==> src/rtl/rs_dispatch.sv <==
// Reservation station: holds renamed add/sub/mul/div ops, captures operands from the CDB
// and dispatches one ready op per cycle. Define RS_AGE_SELECT_EN for oldest-first select.
module rs_dispatch #(
   parameter int ENTRIES = 3,
   parameter int MD_LAT  = 3
) (
   input  logic       clk1,
   input  logic       rst,
   input  logic       iss_valid,
   output logic       iss_ready,
   input  logic [3:0] iss_func,
   input  logic [3:0] iss_rd,
   input  logic [2:0] iss_rob,
   input  logic [7:0] iss_v1,
   input  logic [7:0] iss_v2,
   input  logic [2:0] iss_q1,
   input  logic [2:0] iss_q2,
   input  logic       iss_r1,
   input  logic       iss_r2,
   input  logic       cdb_valid,
   input  logic [2:0] cdb_rob,
   input  logic [7:0] cdb_data,
   input  logic       flush,
   output logic       exec_b,
   output logic [2:0] rs_index,
   output logic [7:0] rs1_data,
   output logic [7:0] rs2_data,
   output logic [3:0] func,
   output logic [2:0] rob_ind,
   output logic [3:0] rd,
   output logic       illegal
);
   logic [ENTRIES-1:0] busy, r1, r2;
   logic [3:0]         s_func [ENTRIES];
   logic [3:0]         s_rd   [ENTRIES];
   logic [2:0]         s_rob  [ENTRIES];
   logic [7:0]         s_v1   [ENTRIES];
   logic [7:0]         s_v2   [ENTRIES];
   logic [2:0]         s_q1   [ENTRIES];
   logic [2:0]         s_q2   [ENTRIES];
   logic [3:0]         md_cnt;
`ifdef RS_AGE_SELECT_EN
   logic [ENTRIES-1:0] older  [ENTRIES];  // older[j][i]: slot j was inserted before slot i
`endif

   logic [ENTRIES-1:0] elig, cand, sel_oh, ins_oh, busy_nxt;
   logic               sel_hit, ins_hit, cap1, cap2;
   logic [2:0]         sel_idx, sel_rob;
   logic [3:0]         sel_func, sel_rd;
   logic [7:0]         sel_v1, sel_v2;

   always_comb begin
      iss_ready = ~&busy;
      cap1      = cdb_valid && !iss_r1 && (cdb_rob == iss_q1);
      cap2      = cdb_valid && !iss_r2 && (cdb_rob == iss_q2);

      // func[3:1]==000 is add/sub, 001 is mul/div; anything else never dispatches
      for (int i = 0; i < ENTRIES; i++) begin
         elig[i] = busy[i] && r1[i] && r2[i] &&
                   ((s_func[i][3:1] == 3'b000) ||
                    ((s_func[i][3:1] == 3'b001) && (md_cnt == 4'd0)));
      end

`ifdef RS_AGE_SELECT_EN
      for (int i = 0; i < ENTRIES; i++) begin
         cand[i] = elig[i];
         for (int j = 0; j < ENTRIES; j++) begin
            if (elig[j] && older[j][i]) cand[i] = 1'b0;
         end
      end
`else
      cand = elig;
`endif

      sel_hit  = 1'b0;
      sel_oh   = '0;
      sel_idx  = '0;
      sel_func = '0;
      sel_rd   = '0;
      sel_rob  = '0;
      sel_v1   = '0;
      sel_v2   = '0;
      for (int i = ENTRIES - 1; i >= 0; i--) begin
         if (cand[i]) begin
            sel_hit  = 1'b1;
            sel_oh   = ENTRIES'(1) << i;
            sel_idx  = 3'(i);
            sel_func = s_func[i];
            sel_rd   = s_rd[i];
            sel_rob  = s_rob[i];
            sel_v1   = s_v1[i];
            sel_v2   = s_v2[i];
         end
      end

      ins_oh = '0;
      for (int i = ENTRIES - 1; i >= 0; i--) begin
         if (!busy[i]) ins_oh = ENTRIES'(1) << i;
      end
      ins_hit = iss_valid && iss_ready;

      // unsupported opcodes hold their slot for exactly one cycle
      busy_nxt = busy & ~sel_oh;
      for (int i = 0; i < ENTRIES; i++) begin
         if (s_func[i][3:2] != 2'b00) busy_nxt[i] = 1'b0;
      end
      if (ins_hit) busy_nxt = busy_nxt | ins_oh;
   end

   always_ff @(posedge clk1 or posedge rst) begin
      if (rst) begin
         busy     <= '0;
         r1       <= '0;
         r2       <= '0;
         md_cnt   <= '0;
         exec_b   <= 1'b0;
         rs_index <= '0;
         rs1_data <= '0;
         rs2_data <= '0;
         func     <= '0;
         rob_ind  <= '0;
         rd       <= '0;
         illegal  <= 1'b0;
         for (int i = 0; i < ENTRIES; i++) begin
            s_func[i] <= '0;
            s_rd[i]   <= '0;
            s_rob[i]  <= '0;
            s_v1[i]   <= '0;
            s_v2[i]   <= '0;
            s_q1[i]   <= '0;
            s_q2[i]   <= '0;
`ifdef RS_AGE_SELECT_EN
            older[i]  <= '0;
`endif
         end
      end else if (flush) begin
         busy   <= '0;
         md_cnt <= '0;
         exec_b <= 1'b0;
      end else begin
         busy   <= busy_nxt;
         exec_b <= sel_hit;
         if (sel_hit) begin
            rs_index <= sel_idx;
            rs1_data <= sel_v1;
            rs2_data <= sel_v2;
            func     <= sel_func;
            rob_ind  <= sel_rob;
            rd       <= sel_rd;
         end
         if (sel_hit && sel_func[1]) md_cnt <= 4'(MD_LAT - 1);
         else if (md_cnt != 4'd0)    md_cnt <= md_cnt - 4'd1;
         if (ins_hit && (iss_func[3:2] != 2'b00)) illegal <= 1'b1;

         for (int i = 0; i < ENTRIES; i++) begin
            if (cdb_valid && busy[i] && !r1[i] && (s_q1[i] == cdb_rob)) begin
               s_v1[i] <= cdb_data;
               r1[i]   <= 1'b1;
            end
            if (cdb_valid && busy[i] && !r2[i] && (s_q2[i] == cdb_rob)) begin
               s_v2[i] <= cdb_data;
               r2[i]   <= 1'b1;
            end
            if (ins_hit && ins_oh[i]) begin
               s_func[i] <= iss_func;
               s_rd[i]   <= iss_rd;
               s_rob[i]  <= iss_rob;
               s_q1[i]   <= iss_q1;
               s_q2[i]   <= iss_q2;
               s_v1[i]   <= cap1 ? cdb_data : iss_v1;
               s_v2[i]   <= cap2 ? cdb_data : iss_v2;
               r1[i]     <= iss_r1 | cap1;
               r2[i]     <= iss_r2 | cap2;
            end
         end

`ifdef RS_AGE_SELECT_EN
         if (ins_hit) begin
            for (int j = 0; j < ENTRIES; j++) begin
               older[j] <= ins_oh[j] ? '0 : (older[j] | ins_oh);
            end
         end
`endif
      end
   end
endmodule

==> config.mk <==
export PLATFORM = sky130hd
export DESIGN_NAME = rs_dispatch
export DESIGN_NICKNAME = d
export VERILOG_FILES = /design/src/rtl/rs_dispatch.sv
export SDC_FILE = /design/constraint.sdc
export NUM_CORES = 1
export LEC_CHECK = 0
export ABC_AREA = 1
export ABC_CLOCK_PERIOD_IN_PS = 5300
export CAP_MARGIN = 20
export CORE_UTILIZATION = 45
export CTS_BUF_LIST = sky130_fd_sc_hd__clkbuf_8
export CTS_CLUSTER_DIAMETER = 30
export CTS_CLUSTER_SIZE = 16
export DETAILED_ROUTE_END_ITERATION = 10
export GPL_TIMING_DRIVEN = 0
export HOLD_SLACK_MARGIN = 0.08
export PLACE_DENSITY = 0.66
export SETUP_SLACK_MARGIN = 0.15
export SKIP_LAST_GASP = 1
export SYNTH_ARGS = -nofsm -noshare
export SYNTH_HDL_FRONTEND = slang
export SYNTH_SLANG_ARGS = --single-unit
==> constraint.sdc <==
create_clock -name clk1 -period 5.3 [get_ports clk1]
set_input_delay 0.795 -clock clk1 [delete_from_list [all_inputs] [get_ports clk1]]
set_output_delay 0.795 -clock clk1 [all_outputs]
set_load 0.02 [all_outputs]
==> impl_results.html, run 1 <==
<table>
<tr><th>Metric</th><th>Value</th></tr>
<tr><th colspan="2">Clocking</th></tr>
<tr><td>Post-CTS Setup Inserts</td><td>0</td></tr>
<tr><td>Clock Sink Count</td><td>143</td></tr>
<tr><td>CTS tree</td><td>yes</td></tr>
<tr><td>Number of buffers on the longest clock path</td><td>2</td></tr>
<tr><td>Count of H-tree levels built during CTS</td><td>4</td></tr>
<tr><td>Worst-path clk slew</td><td>about 0.080 ns</td></tr>
<tr><td>Post-CTS Hold Buffers</td><td>0</td></tr>
<tr><td>Clock tree root driver cell</td><td>clkbuf_8</td></tr>
<tr><td>Total clock buffers created by CTS</td><td>17</td></tr>
<tr><td>Post-cts sizing count</td><td>0</td></tr>
<tr><td>Source-to-sink clock delay at the later pin of the worst-skew pair</td><td>0.47 ns</td></tr>
<tr><th colspan="2">Synth</th></tr>
<tr><td>Number of distinct library cells after synthesis</td><td>41</td></tr>
<tr><td>Asr flop ratio synth</td><td>100%</td></tr>
<tr><td>Dominant cell by count in the synthesized netlist</td><td>nand2_1</td></tr>
<tr><td>Synthesized area per cell</td><td>7.92 um2</td></tr>
<tr><td>Net count after synthesis</td><td>just under 1k</td></tr>
<tr><td>Number of synthesized flops with an enable pin</td><td>0</td></tr>
<tr><td>Count of mapped cells out of synthesis</td><td>937</td></tr>
<tr><td>Most used standard cells in the synthesized netlist</td><td>258 x nand2_1, 143 x dfrtp_1, 136 x nand3_1, 79 x nor2_1, 67 x inv_1</td></tr>
<tr><td>Synthesized cell area</td><td>between 0.007 and 0.008 mm2</td></tr>
<tr><td>Fraction of post-synthesis cell area in the top cell type by area</td><td>between 40% and 50%</td></tr>
<tr><td>Complex-gate fraction of the synthesized area</td><td>about a tenth</td></tr>
<tr><td>Arithmetic-cell share of the synthesized area counting full adders, half adders and majority gates</td><td>less than 1%</td></tr>
<tr><td>Share of synthesized area spent on multiplexers</td><td>0%</td></tr>
<tr><td>Yosys warning count</td><td>0</td></tr>
<tr><td>Sequential cell area fraction in the yosys report</td><td>approximately half</td></tr>
<tr><td>XOR/XNOR share of the synthesized area</td><td>between 1.5 and 2%</td></tr>
<tr><td>Combinational family with the most area after synthesis</td><td>simple AND/OR/NAND/NOR gates</td></tr>
<tr><td>Synth area leaders</td><td>dfrtp_1 48%, nand2_1 13%, nand3_1 9.2%, nor2_1 4.0%, o21ai_0 3.7%</td></tr>
<tr><td>Number of synthesized register bits</td><td>143</td></tr>
<tr><td>Area leader, netlist</td><td>dfrtp_1</td></tr>
<tr><td>Post-synthesis simple-gate area fraction</td><td>about a third</td></tr>
<tr><td>Top FF cell, synth</td><td>dfrtp_1</td></tr>
<tr><th colspan="2">Worst setup path</th></tr>
<tr><td>Max stage delay cell, worst path</td><td>clkdlybuf4s50_1</td></tr>
<tr><td>Reg2reg setup slack</td><td>3.25 ns</td></tr>
<tr><td>Cell repeated most along the worst path</td><td>nand2_1</td></tr>
<tr><td>Startpoint kind of the worst setup timing path</td><td>input pin</td></tr>
<tr><td>Number of buffers and inverters on the critical path</td><td>1</td></tr>
<tr><td>Critical Path Sink Type</td><td>register</td></tr>
<tr><td>Worst Path Required</td><td>approximately 5.7 ns</td></tr>
<tr><td>Launch point of the worst reg-to-reg path</td><td>r2[2]$_DFFE_PP0P_</td></tr>
<tr><td>Logic depth of the worst register-to-register path</td><td>5</td></tr>
<tr><td>Arrival time reported for the critical path endpoint</td><td>approximately 3.0 ns</td></tr>
<tr><td>Startpoint-to-endpoint class of the critical path</td><td>input pin to register</td></tr>
<tr><td>Dominant delay contributor by cell family on the critical path</td><td>simple AND/OR/NAND/NOR gates</td></tr>
<tr><td>Crit-path cells</td><td>clkdlybuf4s50_1, nand2_1, nor3_1, nand4_1, nand2_1, nor2_1, a21oi_1</td></tr>
<tr><td>Maximum cell stage delay along the critical path</td><td>just over 0.6 ns</td></tr>
<tr><td>End of the worst register-to-register path</td><td>s_v2[2]$_DFFE_PP0P_</td></tr>
<tr><td>CP Max Fanout</td><td>9</td></tr>
<tr><th colspan="2">Power</th></tr>
<tr><td>Net load switching power</td><td>roughly 1.1 mW</td></tr>
<tr><td>Peak supply drop</td><td>about 0.19 mV</td></tr>
<tr><td>Switching share of power</td><td>31.9%</td></tr>
<tr><td>Combinational power share</td><td>23.8%</td></tr>
<tr><td>Int Pwr</td><td>between 2 and 2.5 mW</td></tr>
<tr><td>PnR Total Power</td><td>between 3 and 4 mW</td></tr>
<tr><td>Lkg Pwr</td><td>between 4 and 5 nW</td></tr>
<tr><td>Power share of the clock group</td><td>slightly below 30%</td></tr>
<tr><td>PwrDens</td><td>around 370 mW/mm2</td></tr>
<tr><td>Power share of the sequential group</td><td>46.4%</td></tr>
<tr><th colspan="2">Job</th></tr>
<tr><td>Reported max-cap violation count</td><td>0</td></tr>
<tr><th colspan="2">Drt</th></tr>
<tr><td>Number of DRC violations after detailed routing</td><td>0</td></tr>
<tr><td>Overall via count from detail_route</td><td>about 6.7k</td></tr>
<tr><td>DR iter-0 viols</td><td>around 650</td></tr>
<tr><td>Final routed wirelength across all metal layers</td><td>22200 um</td></tr>
<tr><td>TritonRoute pass-1 iters</td><td>5</td></tr>
<tr><td>Remaining antenna violation count</td><td>0</td></tr>
<tr><td>Routed wirelength normalized by instance count</td><td>between 15 and 20 um</td></tr>
<tr><td>Vias per inst</td><td>5.31</td></tr>
<tr><th colspan="2">Floorplan</th></tr>
<tr><td>Y dimension of the die</td><td>about 130 um</td></tr>
<tr><td>Overall die area</td><td>between 0.015 and 0.02 mm2</td></tr>
<tr><td>Cell row count</td><td>46</td></tr>
<tr><td>IO Count</td><td>84</td></tr>
<tr><td>Die width</td><td>130 um</td></tr>
<tr><td>Placeable Area</td><td>about 0.016 mm2</td></tr>
<tr><td>Initial Utilization</td><td>between 40% and 50%</td></tr>
<tr><th colspan="2">Global routing</th></tr>
<tr><td>Global route total overflow</td><td>0</td></tr>
<tr><td>Global-route wire length before repair</td><td>35400 um</td></tr>
<tr><td>Number of antenna violations at the first check in global routing</td><td>0</td></tr>
<tr><td>Pin count of the biggest net entering global routing</td><td>between 80 and 90</td></tr>
<tr><td>Number of global-route vias before repair</td><td>6500</td></tr>
<tr><td>Overall track demand over capacity in global routing</td><td>between 20% and 30%</td></tr>
<tr><th colspan="2">STA</th></tr>
<tr><td>Final TNS setup</td><td>0 ns</td></tr>
<tr><td>Max-slew violation count</td><td>0</td></tr>
<tr><td>Time the final worst path needs with I/O delays and setup</td><td>~2.6 ns</td></tr>
<tr><td>Slew at the pin with the worst max-slew slack</td><td>approximately 0.7 ns</td></tr>
<tr><td>RSZ-0062 raised after global routing</td><td>false</td></tr>
<tr><td>Setup Viol. Count Final</td><td>0</td></tr>
<tr><td>Post-route clock period utilization</td><td>roughly half</td></tr>
<tr><td>Worst rel slew slack</td><td>53.9%</td></tr>
<tr><td>Count of endpoints failing hold in the final timing report</td><td>0</td></tr>
<tr><td>Max Fclk</td><td>around 0.38 GHz</td></tr>
<tr><td>Clock Skews</td><td>roughly 0.012 ns</td></tr>
<tr><th colspan="2">Worst hold path</th></tr>
<tr><td>Path class of the lowest-slack min-delay path</td><td>register to register</td></tr>
<tr><td>Sink of the worst hold path</td><td>illegal$_DFFE_PP0P_</td></tr>
<tr><td>Number of instances on the worst hold path</td><td>1</td></tr>
<tr><td>Hold path startpoint</td><td>illegal$_DFFE_PP0P_</td></tr>
<tr><th colspan="2">Cells and area</th></tr>
<tr><td>Nets</td><td>between 1k and 1.5k</td></tr>
<tr><td>Post-Route Utilization</td><td>56.0%</td></tr>
<tr><td>Count of antenna diodes in the layout</td><td>0</td></tr>
<tr><td>Filler Cell Count</td><td>roughly 1.6k</td></tr>
<tr><td>Ratio of cells with drive above 1 in the final layout</td><td>about 12%</td></tr>
<tr><td>Area growth, synth to finish</td><td>20.6%</td></tr>
<tr><td>Final design instance area without fill</td><td>between 0.008 and 0.009 mm2</td></tr>
<tr><th colspan="2">Placed design</th></tr>
<tr><td>Number of buffers added on ports</td><td>just under 80</td></tr>
<tr><td>Post-detailed-placement half-perimeter wirelength</td><td>around 15000 um</td></tr>
<tr><td>Gpl congestion</td><td>approximately 0.92</td></tr>
<tr><td>Area after detailed placement</td><td>~0.0085 mm2</td></tr>
<tr><th colspan="2">Run status</th></tr>
<tr><td>Run status</td><td>finished, final reports clean</td></tr>
</table>
flip-flops by register name (all words and copies together), names as in the netlist, 8 cells and up:
name,flops
rs2_data,8
s_q2,9
s_v1,24
s_func,12
s_rob,9
s_rd,12
s_q1,9
s_v2,24
rs1_data,8
how the worst max path moves through the flow:
stage                      start                   to  slack, ns  cells past startpoint
2_1_floorplan                rst    busy[0]$_DFF_PP0_       0.67                      1
3_3_place_gp                 rst  s_q1[0]$_DFFE_PP0P_      -1.48                      2
3_5_place_dp           cdb_valid  s_v2[4]$_DFFE_PP0P_       2.30                      7
4_1_cts        busy[1]$_DFF_PP0_            iss_ready       2.78                      2
5_1_grt                cdb_valid  s_v2[7]$_DFFE_PP0P_       2.53                      7
6_report               cdb_valid  s_v2[2]$_DFFE_PP0P_       2.66                      7
layout make-up:
cell class	count	area, um2	share of cell area, %
flip-flops and latches	143	3580	40.0
multi-input cells	675	3260	36.4
repair buffers	79	808	9.03
inverters	79	317	3.54
clock buffers	21	289	3.23
plain buffers	40	273	3.05
well taps	216	270	3.02
clock inverters	9	156	1.75
power groups by stage:
stage	logic, mW	registers [mW]	clock network [mW]
after floorplan	0.494	1.56	0
after global placement	0.763	1.55	0
after detailed placement	0.784	1.55	0
after CTS	0.789	1.53	0.995
after global routing	0.888	1.57	1.04
final	0.788	1.54	0.988
layout by cell type (no fill, tap or decap), types with 14 or more instances in the layout:
| master | n |
|---|---|
| clkbuf_8 | 21 |
| a21oi_2 | 17 |
| nand2_1 | 258 |
| buf_2 | 17 |
| dfrtp_1 | 143 |
| nand2_2 | 14 |
| o21ai_0 | 55 |
| inv_1 | 66 |
| clkdlybuf4s50_1 | 78 |
| a21oi_1 | 44 |
| nor2_1 | 79 |
| nand3_1 | 136 |
per-layer routing:
metal  global-route usage (%)  part of all wire, %  vias to the layer above
met5                        0                    0                        -
met2                     42.3                   45                      295
met1                     39.9                   44                     3154
met4                     10.5                  2.1                        0
li1                         -                    -                     3213
met3                     6.35                  8.8                       40
logic make-up (layout without fill, tap and decap cells):
family,Yosys count,count (layout)
AO/OA/AOI/OAI,129,129
XOR/XNOR,16,16
adder cells (fa/ha/maj),2,2
buffers and inverters,119,228
flip-flops,143,143
other,1,1
AND/OR/NAND/NOR,527,527
metrics by stage:
stage / cells / setup WS [ns] / hold slack (ns)
CTS: 1262 / 2.78 / 0.470
detailed placement: 1232 / 2.30 / 0.454
global route: 1262 / 2.53 / 0.482
global placement: 1231 / -1.48 / 0.449
floorplan: 937 / 0.667 / 0.453
finish: 1262 / 2.66 / 0.465
Note: power is estimated with default switching activity, not from simulation.
==> run 2, diff against run 1 <==
ABC_CLOCK_PERIOD_IN_PS = 2350   (was 5300)
PLACE_DENSITY = 0.69   (was 0.66)
clock period = 2.35 ns   (was 5.3 ns; I/O delays follow)
==> run 2 against run 1 <==
  * Utilization grew 0.52 points
  * Die area is the same
  * Worst setup slack got worse by 2.4 ns
  * Total power grew 130%
  * Critical path type is now register to output port
==> impl_results.html, run 2 (synthesized netlist as in run 1, its figures left out) <==
<table>
<tr><th>Metric</th><th>Value</th></tr>
<tr><th colspan="2">Clocking</th></tr>
<tr><td>Source-to-sink clock delay at the later pin of the worst-skew pair</td><td>0.47 ns (about the same)</td></tr>
<tr><td>Clock tree root driver cell</td><td>clkbuf_8 (unchanged)</td></tr>
<tr><td>Post-CTS Hold Buffers</td><td>0 (unchanged)</td></tr>
<tr><td>Worst-path clk slew</td><td>0.08 ns (about the same)</td></tr>
<tr><td>Clock Sink Count</td><td>143 (unchanged)</td></tr>
<tr><td>Total clock buffers created by CTS</td><td>17 (unchanged)</td></tr>
<tr><td>Number of buffers on the longest clock path</td><td>2 (unchanged)</td></tr>
<tr><td>Count of H-tree levels built during CTS</td><td>4 (unchanged)</td></tr>
<tr><td>CTS tree</td><td>yes (unchanged)</td></tr>
<tr><th colspan="2">Cells and area</th></tr>
<tr><td>Area used by multi-input combinational logic</td><td>0.00326 mm2 (about the same)</td></tr>
<tr><td>Area growth, synth to finish</td><td>21.7% (was 20.6%)</td></tr>
<tr><td>Nets</td><td>1092 (was 1088)</td></tr>
<tr><td>Filler Cell Count</td><td>1571 (was 1622)</td></tr>
<tr><td>Most frequent standard cell in the layout excluding fill and tap cells</td><td>nand2_1 (unchanged)</td></tr>
<tr><td>Largest registers</td><td>s_v1 (24), s_v2 (24) (unchanged)</td></tr>
<tr><td>Top library cells by usage in the layout, fill and taps aside</td><td>257 x nand2_1, 143 x dfrtp_1, 136 x nand3_1, 79 x nor2_1, 78 x clkdlybuf4s50_1 (was 258 x nand2_1, 143 x dfrtp_1, 136 x nand3_1, 79 x nor2_1, 78 x clkdlybuf4s50_1)</td></tr>
<tr><td>Layout Cells excl Fill</td><td>1268 (was 1262)</td></tr>
<tr><td>Footprint of the flip-flops and latches</td><td>0.00358 mm2 (unchanged)</td></tr>
<tr><td>Count of antenna diodes in the layout</td><td>0 (unchanged)</td></tr>
<tr><td>Ratio of cells with drive above 1 in the final layout</td><td>12.5% (was 12.1%)</td></tr>
<tr><th colspan="2">Drt</th></tr>
<tr><td>Final routed wirelength across all metal layers</td><td>21600 um (was 22200 um)</td></tr>
<tr><td>Number of DRC violations after detailed routing</td><td>0 (unchanged)</td></tr>
<tr><td>Remaining antenna violation count</td><td>0 (unchanged)</td></tr>
<tr><td>DR iter-0 viols</td><td>651 (was 653)</td></tr>
<tr><td>Routed wirelength normalized by instance count</td><td>17.0 um (was 17.6 um)</td></tr>
<tr><td>Vias per inst</td><td>5.24 (was 5.31)</td></tr>
<tr><td>TritonRoute pass-1 iters</td><td>6 (was 5)</td></tr>
<tr><td>Overall via count from detail_route</td><td>6648 (was 6702)</td></tr>
<tr><th colspan="2">STA</th></tr>
<tr><td>Worst rel slew slack</td><td>53.6% (was 53.9%)</td></tr>
<tr><td>Setup Viol. Count Final</td><td>0 (unchanged)</td></tr>
<tr><td>Max-slew violation count</td><td>0 (unchanged)</td></tr>
<tr><td>Time the final worst path needs with I/O delays and setup</td><td>just over 2 ns</td></tr>
<tr><td>Slew at the pin with the worst max-slew slack</td><td>0.696 ns (was 0.691 ns)</td></tr>
<tr><td>Count of endpoints failing hold in the final timing report</td><td>0 (unchanged)</td></tr>
<tr><td>RSZ-0062 raised after global routing</td><td>false (unchanged)</td></tr>
<tr><td>Clock Skews</td><td>0.0126 ns (was 0.0118 ns)</td></tr>
<tr><td>Post-route clock period utilization</td><td>just under 90%</td></tr>
<tr><td>Max Fclk</td><td>~0.48 GHz</td></tr>
<tr><td>Final TNS setup</td><td>0 ns (unchanged)</td></tr>
<tr><td>Worst Hold Margin</td><td>0.193 ns (was 0.465 ns)</td></tr>
<tr><th colspan="2">Worst setup path</th></tr>
<tr><td>Startpoint-to-endpoint class of the critical path</td><td>register to output port (was input pin to register)</td></tr>
<tr><td>Arrival time reported for the critical path endpoint</td><td>1.71 ns (was 3.03 ns)</td></tr>
<tr><td>CP Max Fanout</td><td>6 (was 9)</td></tr>
<tr><td>Worst Path Required</td><td>2.00 ns (was 5.69 ns)</td></tr>
<tr><td>Critical Path Sink Type</td><td>output port (was register)</td></tr>
<tr><td>Startpoint kind of the worst setup timing path</td><td>register (was input pin)</td></tr>
<tr><th colspan="2">Floorplan</th></tr>
<tr><td>IO Count</td><td>84 (unchanged)</td></tr>
<tr><td>Overall die area</td><td>0.0170 mm2 (unchanged)</td></tr>
<tr><td>Placeable Area</td><td>0.0160 mm2 (unchanged)</td></tr>
<tr><td>Cell row count</td><td>46 (unchanged)</td></tr>
<tr><td>Initial Utilization</td><td>46.4% (unchanged)</td></tr>
<tr><td>Y dimension of the die</td><td>130 um (unchanged)</td></tr>
<tr><td>Die width</td><td>130 um (unchanged)</td></tr>
<tr><th colspan="2">Global routing</th></tr>
<tr><td>Pin count of the biggest net entering global routing</td><td>34 (was 89)</td></tr>
<tr><td>Overall track demand over capacity in global routing</td><td>27.3% (was 28.2%)</td></tr>
<tr><td>Global route total overflow</td><td>0 (unchanged)</td></tr>
<tr><td>Number of antenna violations at the first check in global routing</td><td>0 (unchanged)</td></tr>
<tr><td>Global-route wire length before repair</td><td>34500 um (was 35400 um)</td></tr>
<tr><td>Number of global-route vias before repair</td><td>6480 (was 6500)</td></tr>
<tr><th colspan="2">Power</th></tr>
<tr><td>Switching share of power</td><td>31.4% (was 31.9%)</td></tr>
<tr><td>PwrDens</td><td>835 mW/mm2 (was 370 mW/mm2)</td></tr>
<tr><td>Power share of the clock group</td><td>30.5% (was 29.8%)</td></tr>
<tr><td>Lkg Pwr</td><td>4.40 nW (was 4.36 nW)</td></tr>
<tr><td>Peak supply drop</td><td>0.410 mV (was 0.191 mV)</td></tr>
<tr><td>Int Pwr</td><td>5.18 mW (was 2.26 mW)</td></tr>
<tr><td>Power share of the sequential group</td><td>46.1% (was 46.4%)</td></tr>
<tr><td>Net load switching power</td><td>2.37 mW (was 1.06 mW)</td></tr>
<tr><td>PnR Total Power</td><td>7.55 mW (was 3.32 mW)</td></tr>
<tr><td>Combinational power share</td><td>23.4% (was 23.8%)</td></tr>
<tr><th colspan="2">Placed design</th></tr>
<tr><td>Number of buffers added on ports</td><td>78 (unchanged)</td></tr>
<tr><td>Post-placement cell count</td><td>1235 (was 1232)</td></tr>
<tr><td>Post-detailed-placement half-perimeter wirelength</td><td>15500 um (was 15400 um)</td></tr>
<tr><td>Gpl congestion</td><td>0.889 (was 0.920)</td></tr>
<tr><th colspan="2">Job</th></tr>
<tr><td>Reported max-cap violation count</td><td>0 (unchanged)</td></tr>
<tr><th colspan="2">Worst hold path</th></tr>
<tr><td>Path class of the lowest-slack min-delay path</td><td>input pin to register (was register to register)</td></tr>
<tr><th colspan="2">Run status</th></tr>
<tr><td>Run status</td><td>finished, final reports clean (unchanged)</td></tr>
</table>
run 2: cell count changes in the layout (fill, tap and decap cells not counted), sizes merged:
cell	before	now
inv	80	81
clkinvlp	0	2
bufinv	4	5
clkinv	4	3
buf	33	37
clkbuf	29	28
run 2: layout make-up:
type / count / area share [%]
Buffer: 40 / 3.02
Sequential cell: 143 / 39.6
Clock buffer: 20 / 3.05
Inverter: 79 / 3.49
Multi-Input combinational cell: 675 / 36.1
Timing Repair Buffer: 83 / 9.61
Clock inverter: 12 / 2.12
Tap cell: 216 / 2.99
run 2: worst max-delay path: stages (launching register included):
cell and delay [ns]:
dfrtp_1 0.45, nand3_1 0.17, clkdlybuf4s50_1 0.63
run 2: final timing paths:
| path | from | slack, ns | cells past startpoint | endpoint |
|---|---|---|---|---|
| max in group asynchronous | rst | 1.08 | 5 | s_rd[0]$_DFFE_PP0P_ |
| setup reg to reg | md_cnt[0]$_DFFE_PP0P_ | 0.32 | 12 | rs2_data[4]$_DFFE_PP0P_ |
| hold / removal | flush | 0.19 | 2 | md_cnt[1]$_DFFE_PP0P_ |
| setup / recovery | busy[1]$_DFF_PP0_ | 0.29 | 2 | iss_ready |
| min in group asynchronous | rst | 0.28 | 2 | rs2_data[5]$_DFFE_PP0P_ |
| hold reg to reg | illegal$_DFFE_PP0P_ | 0.48 | 1 | illegal$_DFFE_PP0P_ |
run 2: repair_timing:
item	CTS	global route
setup buffers	0	1
endpoints found under the setup margin	0	9
gates resized for setup	0	1
run 2: per-layer routing:
layer | routed length [um] | part of all wire, % | global-route usage (%) | vias to the layer above
met2 | 9750 | 45 | 42.8 | 294
li1 | - | - | - | 3223
met5 | 0 | 0 | 0 | -
met3 | 1670 | 7.7 | 6.47 | 44
met4 | 433 | 2.0 | 9.47 | 0
met1 | 9750 | 45 | 37.2 | 3087
run 2: power by group through the flow:
stage,logic (mW),clock network [mW],registers [mW]
global route,2.00,2.41,3.55
global placement,1.71,0,3.50
finish,1.77,2.30,3.48
CTS,1.77,2.32,3.47
floorplan,1.11,0,3.51
detailed placement,1.76,0,3.51
run 2: stage by stage:
step | instance area, um2 | worst slack (ns) | utilization [%]
after floorplan | 7430 | 0.206 | -
after global placement | 8480 | -1.09 | 53.0
after detailed placement | 8560 | -0.206 | 53.5
after CTS | 9030 | 0.272 | 56.4
after global routing | 9040 | 0.164 | 56.5
final | 9040 | 0.288 | 56.5
==> run 3, diff against run 2 <==
CAP_MARGIN = not set   (was 20)
==> run 3 against run 2 <==
  * Die area unchanged
  * Cell area stayed put
  * First-iteration DRC count is the same
  * Clock power is essentially flat
  * Highest routed layer unchanged
  * Clock skew unchanged
  * Flip-flop and latch count unchanged
  * Global-route usage did not move
  * Non-clock buffer count unchanged
==> impl_results.html, run 3 (synthesized netlist as in run 1, its figures left out) <==
<table>
<tr><th>Metric</th><th>Value</th></tr>
<tr><th colspan="2">Power</th></tr>
<tr><td>Combinational power share</td><td>23.4% (about the same)</td></tr>
<tr><td>Net load switching power</td><td>2.37 mW (unchanged)</td></tr>
<tr><td>Peak supply drop</td><td>0.410 mV (unchanged)</td></tr>
<tr><td>Power share of the clock group</td><td>30.5% (about the same)</td></tr>
<tr><td>PwrDens</td><td>835 mW/mm2 (unchanged)</td></tr>
<tr><td>Switching share of power</td><td>31.4% (unchanged)</td></tr>
<tr><td>Lkg Pwr</td><td>4.40 nW (unchanged)</td></tr>
<tr><td>Int Pwr</td><td>5.18 mW (unchanged)</td></tr>
<tr><td>Power share of the sequential group</td><td>46.1% (about the same)</td></tr>
<tr><th colspan="2">Drt</th></tr>
<tr><td>Vias per inst</td><td>5.24 (unchanged)</td></tr>
<tr><td>DR iter-0 viols</td><td>651 (unchanged)</td></tr>
<tr><td>Routed wirelength normalized by instance count</td><td>17.0 um (unchanged)</td></tr>
<tr><td>Overall via count from detail_route</td><td>6648 (unchanged)</td></tr>
<tr><td>Number of DRC violations after detailed routing</td><td>0 (unchanged)</td></tr>
<tr><td>Final routed wirelength across all metal layers</td><td>21600 um (unchanged)</td></tr>
<tr><td>TritonRoute pass-1 iters</td><td>6 (unchanged)</td></tr>
<tr><td>Remaining antenna violation count</td><td>0 (unchanged)</td></tr>
<tr><th colspan="2">Cells and area</th></tr>
<tr><td>Most frequent standard cell in the layout excluding fill and tap cells</td><td>nand2_1 (unchanged)</td></tr>
<tr><td>Nets</td><td>1092 (unchanged)</td></tr>
<tr><td>Area growth, synth to finish</td><td>21.7% (unchanged)</td></tr>
<tr><td>Count of antenna diodes in the layout</td><td>0 (unchanged)</td></tr>
<tr><td>Largest registers</td><td>s_v1 (24), s_v2 (24) (unchanged)</td></tr>
<tr><td>Layout Cells excl Fill</td><td>1268 (unchanged)</td></tr>
<tr><td>Top library cells by usage in the layout, fill and taps aside</td><td>257 x nand2_1, 143 x dfrtp_1, 136 x nand3_1, 79 x nor2_1, 78 x clkdlybuf4s50_1 (unchanged)</td></tr>
<tr><td>Ratio of cells with drive above 1 in the final layout</td><td>12.5% (unchanged)</td></tr>
<tr><th colspan="2">STA</th></tr>
<tr><td>Max Fclk</td><td>0.485 GHz (unchanged)</td></tr>
<tr><td>Final critical-path setup slack</td><td>0.288 ns (unchanged)</td></tr>
<tr><td>Post-route clock period utilization</td><td>87.7% (unchanged)</td></tr>
<tr><td>Count of endpoints failing hold in the final timing report</td><td>0 (unchanged)</td></tr>
<tr><td>RSZ-0062 raised after global routing</td><td>false (unchanged)</td></tr>
<tr><td>Clock Skews</td><td>0.0126 ns (unchanged)</td></tr>
<tr><td>Setup Viol. Count Final</td><td>0 (unchanged)</td></tr>
<tr><td>Time the final worst path needs with I/O delays and setup</td><td>2.06 ns (unchanged)</td></tr>
<tr><td>Worst rel slew slack</td><td>53.6% (unchanged)</td></tr>
<tr><td>Max-slew violation count</td><td>0 (unchanged)</td></tr>
<tr><td>Slew at the pin with the worst max-slew slack</td><td>0.696 ns (unchanged)</td></tr>
<tr><td>Worst Hold Margin</td><td>0.193 ns (unchanged)</td></tr>
<tr><th colspan="2">Worst setup path</th></tr>
<tr><td>Startpoint kind of the worst setup timing path</td><td>register (unchanged)</td></tr>
<tr><td>Critical Path Sink Type</td><td>output port (unchanged)</td></tr>
<tr><td>Arrival time reported for the critical path endpoint</td><td>1.71 ns (about the same)</td></tr>
<tr><td>Launch point of the worst reg-to-reg path</td><td>md_cnt[0]$_DFFE_PP0P_ (unchanged)</td></tr>
<tr><td>Worst Path Required</td><td>2.00 ns (about the same)</td></tr>
<tr><td>Logic depth of the worst register-to-register path</td><td>12 (unchanged)</td></tr>
<tr><td>CP Max Fanout</td><td>6 (unchanged)</td></tr>
<tr><td>Worst setup startpoint</td><td>busy[1]$_DFF_PP0_ (unchanged)</td></tr>
<tr><td>Startpoint-to-endpoint class of the critical path</td><td>register to output port (unchanged)</td></tr>
<tr><th colspan="2">Global routing</th></tr>
<tr><td>Global-route wire length before repair</td><td>34500 um (unchanged)</td></tr>
<tr><td>Number of antenna violations at the first check in global routing</td><td>0 (unchanged)</td></tr>
<tr><td>Global route total overflow</td><td>0 (unchanged)</td></tr>
<tr><td>Number of global-route vias before repair</td><td>6480 (unchanged)</td></tr>
<tr><td>Overall track demand over capacity in global routing</td><td>27.3% (unchanged)</td></tr>
<tr><td>Pin count of the biggest net entering global routing</td><td>34 (unchanged)</td></tr>
<tr><th colspan="2">Placed design</th></tr>
<tr><td>Number of buffers added on ports</td><td>78 (unchanged)</td></tr>
<tr><td>Post-placement cell count</td><td>1235 (unchanged)</td></tr>
<tr><td>Gpl congestion</td><td>0.889 (unchanged)</td></tr>
<tr><td>Post-detailed-placement half-perimeter wirelength</td><td>15500 um (unchanged)</td></tr>
<tr><td>Post-Place Setup Slack</td><td>-0.206 ns (unchanged)</td></tr>
<tr><th colspan="2">Floorplan</th></tr>
<tr><td>Cell row count</td><td>46 (unchanged)</td></tr>
<tr><td>Placeable Area</td><td>0.0160 mm2 (unchanged)</td></tr>
<tr><td>Y dimension of the die</td><td>130 um (unchanged)</td></tr>
<tr><td>IO Count</td><td>84 (unchanged)</td></tr>
<tr><td>Die width</td><td>130 um (unchanged)</td></tr>
<tr><td>Initial Utilization</td><td>46.4% (unchanged)</td></tr>
<tr><td>Overall die area</td><td>0.0170 mm2 (unchanged)</td></tr>
<tr><th colspan="2">Clocking</th></tr>
<tr><td>Number of buffers on the longest clock path</td><td>2 (unchanged)</td></tr>
<tr><td>Clock tree root driver cell</td><td>clkbuf_8 (unchanged)</td></tr>
<tr><td>Worst-path clk slew</td><td>0.08 ns (about the same)</td></tr>
<tr><td>Source-to-sink clock delay at the later pin of the worst-skew pair</td><td>0.47 ns (about the same)</td></tr>
<tr><td>Count of H-tree levels built during CTS</td><td>4 (unchanged)</td></tr>
<tr><td>Clock Sink Count</td><td>143 (unchanged)</td></tr>
<tr><td>CTS tree</td><td>yes (unchanged)</td></tr>
<tr><td>Total clock buffers created by CTS</td><td>17 (unchanged)</td></tr>
<tr><th colspan="2">Worst hold path</th></tr>
<tr><td>Hold path startpoint</td><td>flush (unchanged)</td></tr>
<tr><td>Path class of the lowest-slack min-delay path</td><td>input pin to register (unchanged)</td></tr>
<tr><td>Number of instances on the worst hold path</td><td>2 (unchanged)</td></tr>
<tr><th colspan="2">Run status</th></tr>
<tr><td>Run status</td><td>finished, final reports clean (unchanged)</td></tr>
<tr><th colspan="2">Job</th></tr>
<tr><td>Reported max-cap violation count</td><td>0 (unchanged)</td></tr>
</table>
==> run 3: layer usage <==
metal	up-vias	global-route usage [%]	wire (um)
met5	-	0	0
met4	0	9.47	433
met3	44	6.47	1670
met2	294	42.8	9750
met1	3087	37.2	9750
li1	3223	-	-
==> run 3: critical path, cell delays in order (launching register included) <==
cell             delay, ns
dfrtp_1               0.45
nand3_1               0.17
clkdlybuf4s50_1       0.63
==> run 3: path summary, 6_finish.rpt <==
path                                            to  slack, ns
min                          md_cnt[1]$_DFFE_PP0P_       0.19
min in group asynchronous  rs2_data[5]$_DFFE_PP0P_       0.28
min reg2reg                    illegal$_DFFE_PP0P_       0.48
max reg2reg                rs2_data[4]$_DFFE_PP0P_       0.32
max in group asynchronous      s_rd[0]$_DFFE_PP0P_       1.08
max                                      iss_ready       0.29
==> run 3: power by group through the flow <==
stage          clock [mW]  combinational, mW  sequential, mW
2_1_floorplan           0               1.11            3.51
3_3_place_gp            0               1.71            3.50
3_5_place_dp            0               1.76            3.51
4_1_cts              2.32               1.77            3.47
5_1_grt              2.41               2.00            3.55
6_report             2.30               1.77            3.48
==> run 3: final cells by class <==
| class | count | area (um2) |
|---|---|---|
| tap | 216 | 270 |
| clock buffer | 20 | 275 |
| buffer | 40 | 273 |
| timing repair buffer | 83 | 868 |
| multi-input combinational | 675 | 3260 |
| clock inverter | 12 | 191 |
| inverter | 79 | 315 |
| sequential | 143 | 3580 |
| fill | 1571 | 6960 |
==> run 3: what timing repair did <==
item	in CTS	in global routing
hold buffers	0	0
buffers inserted	0	1
endpoints found under the setup margin	0	9
gates resized for setup	0	1
==> run 3: through the flow <==
| stage | instance area [um2] | total power [mW] | util (%) | TNS [ns] |
|---|---|---|---|---|
| 2_1_floorplan | 7430 | 4.62 | - | 0 |
| 3_3_place_gp | 8480 | 5.21 | 53.0 | -155.23 |
| 3_5_place_dp | 8560 | 5.27 | 53.5 | -1.61 |
| 4_1_cts | 9030 | 7.55 | 56.4 | 0 |
| 5_1_grt | 9040 | 7.97 | 56.5 | 0 |
| 6_report | 9040 | 7.55 | 56.5 | 0 |
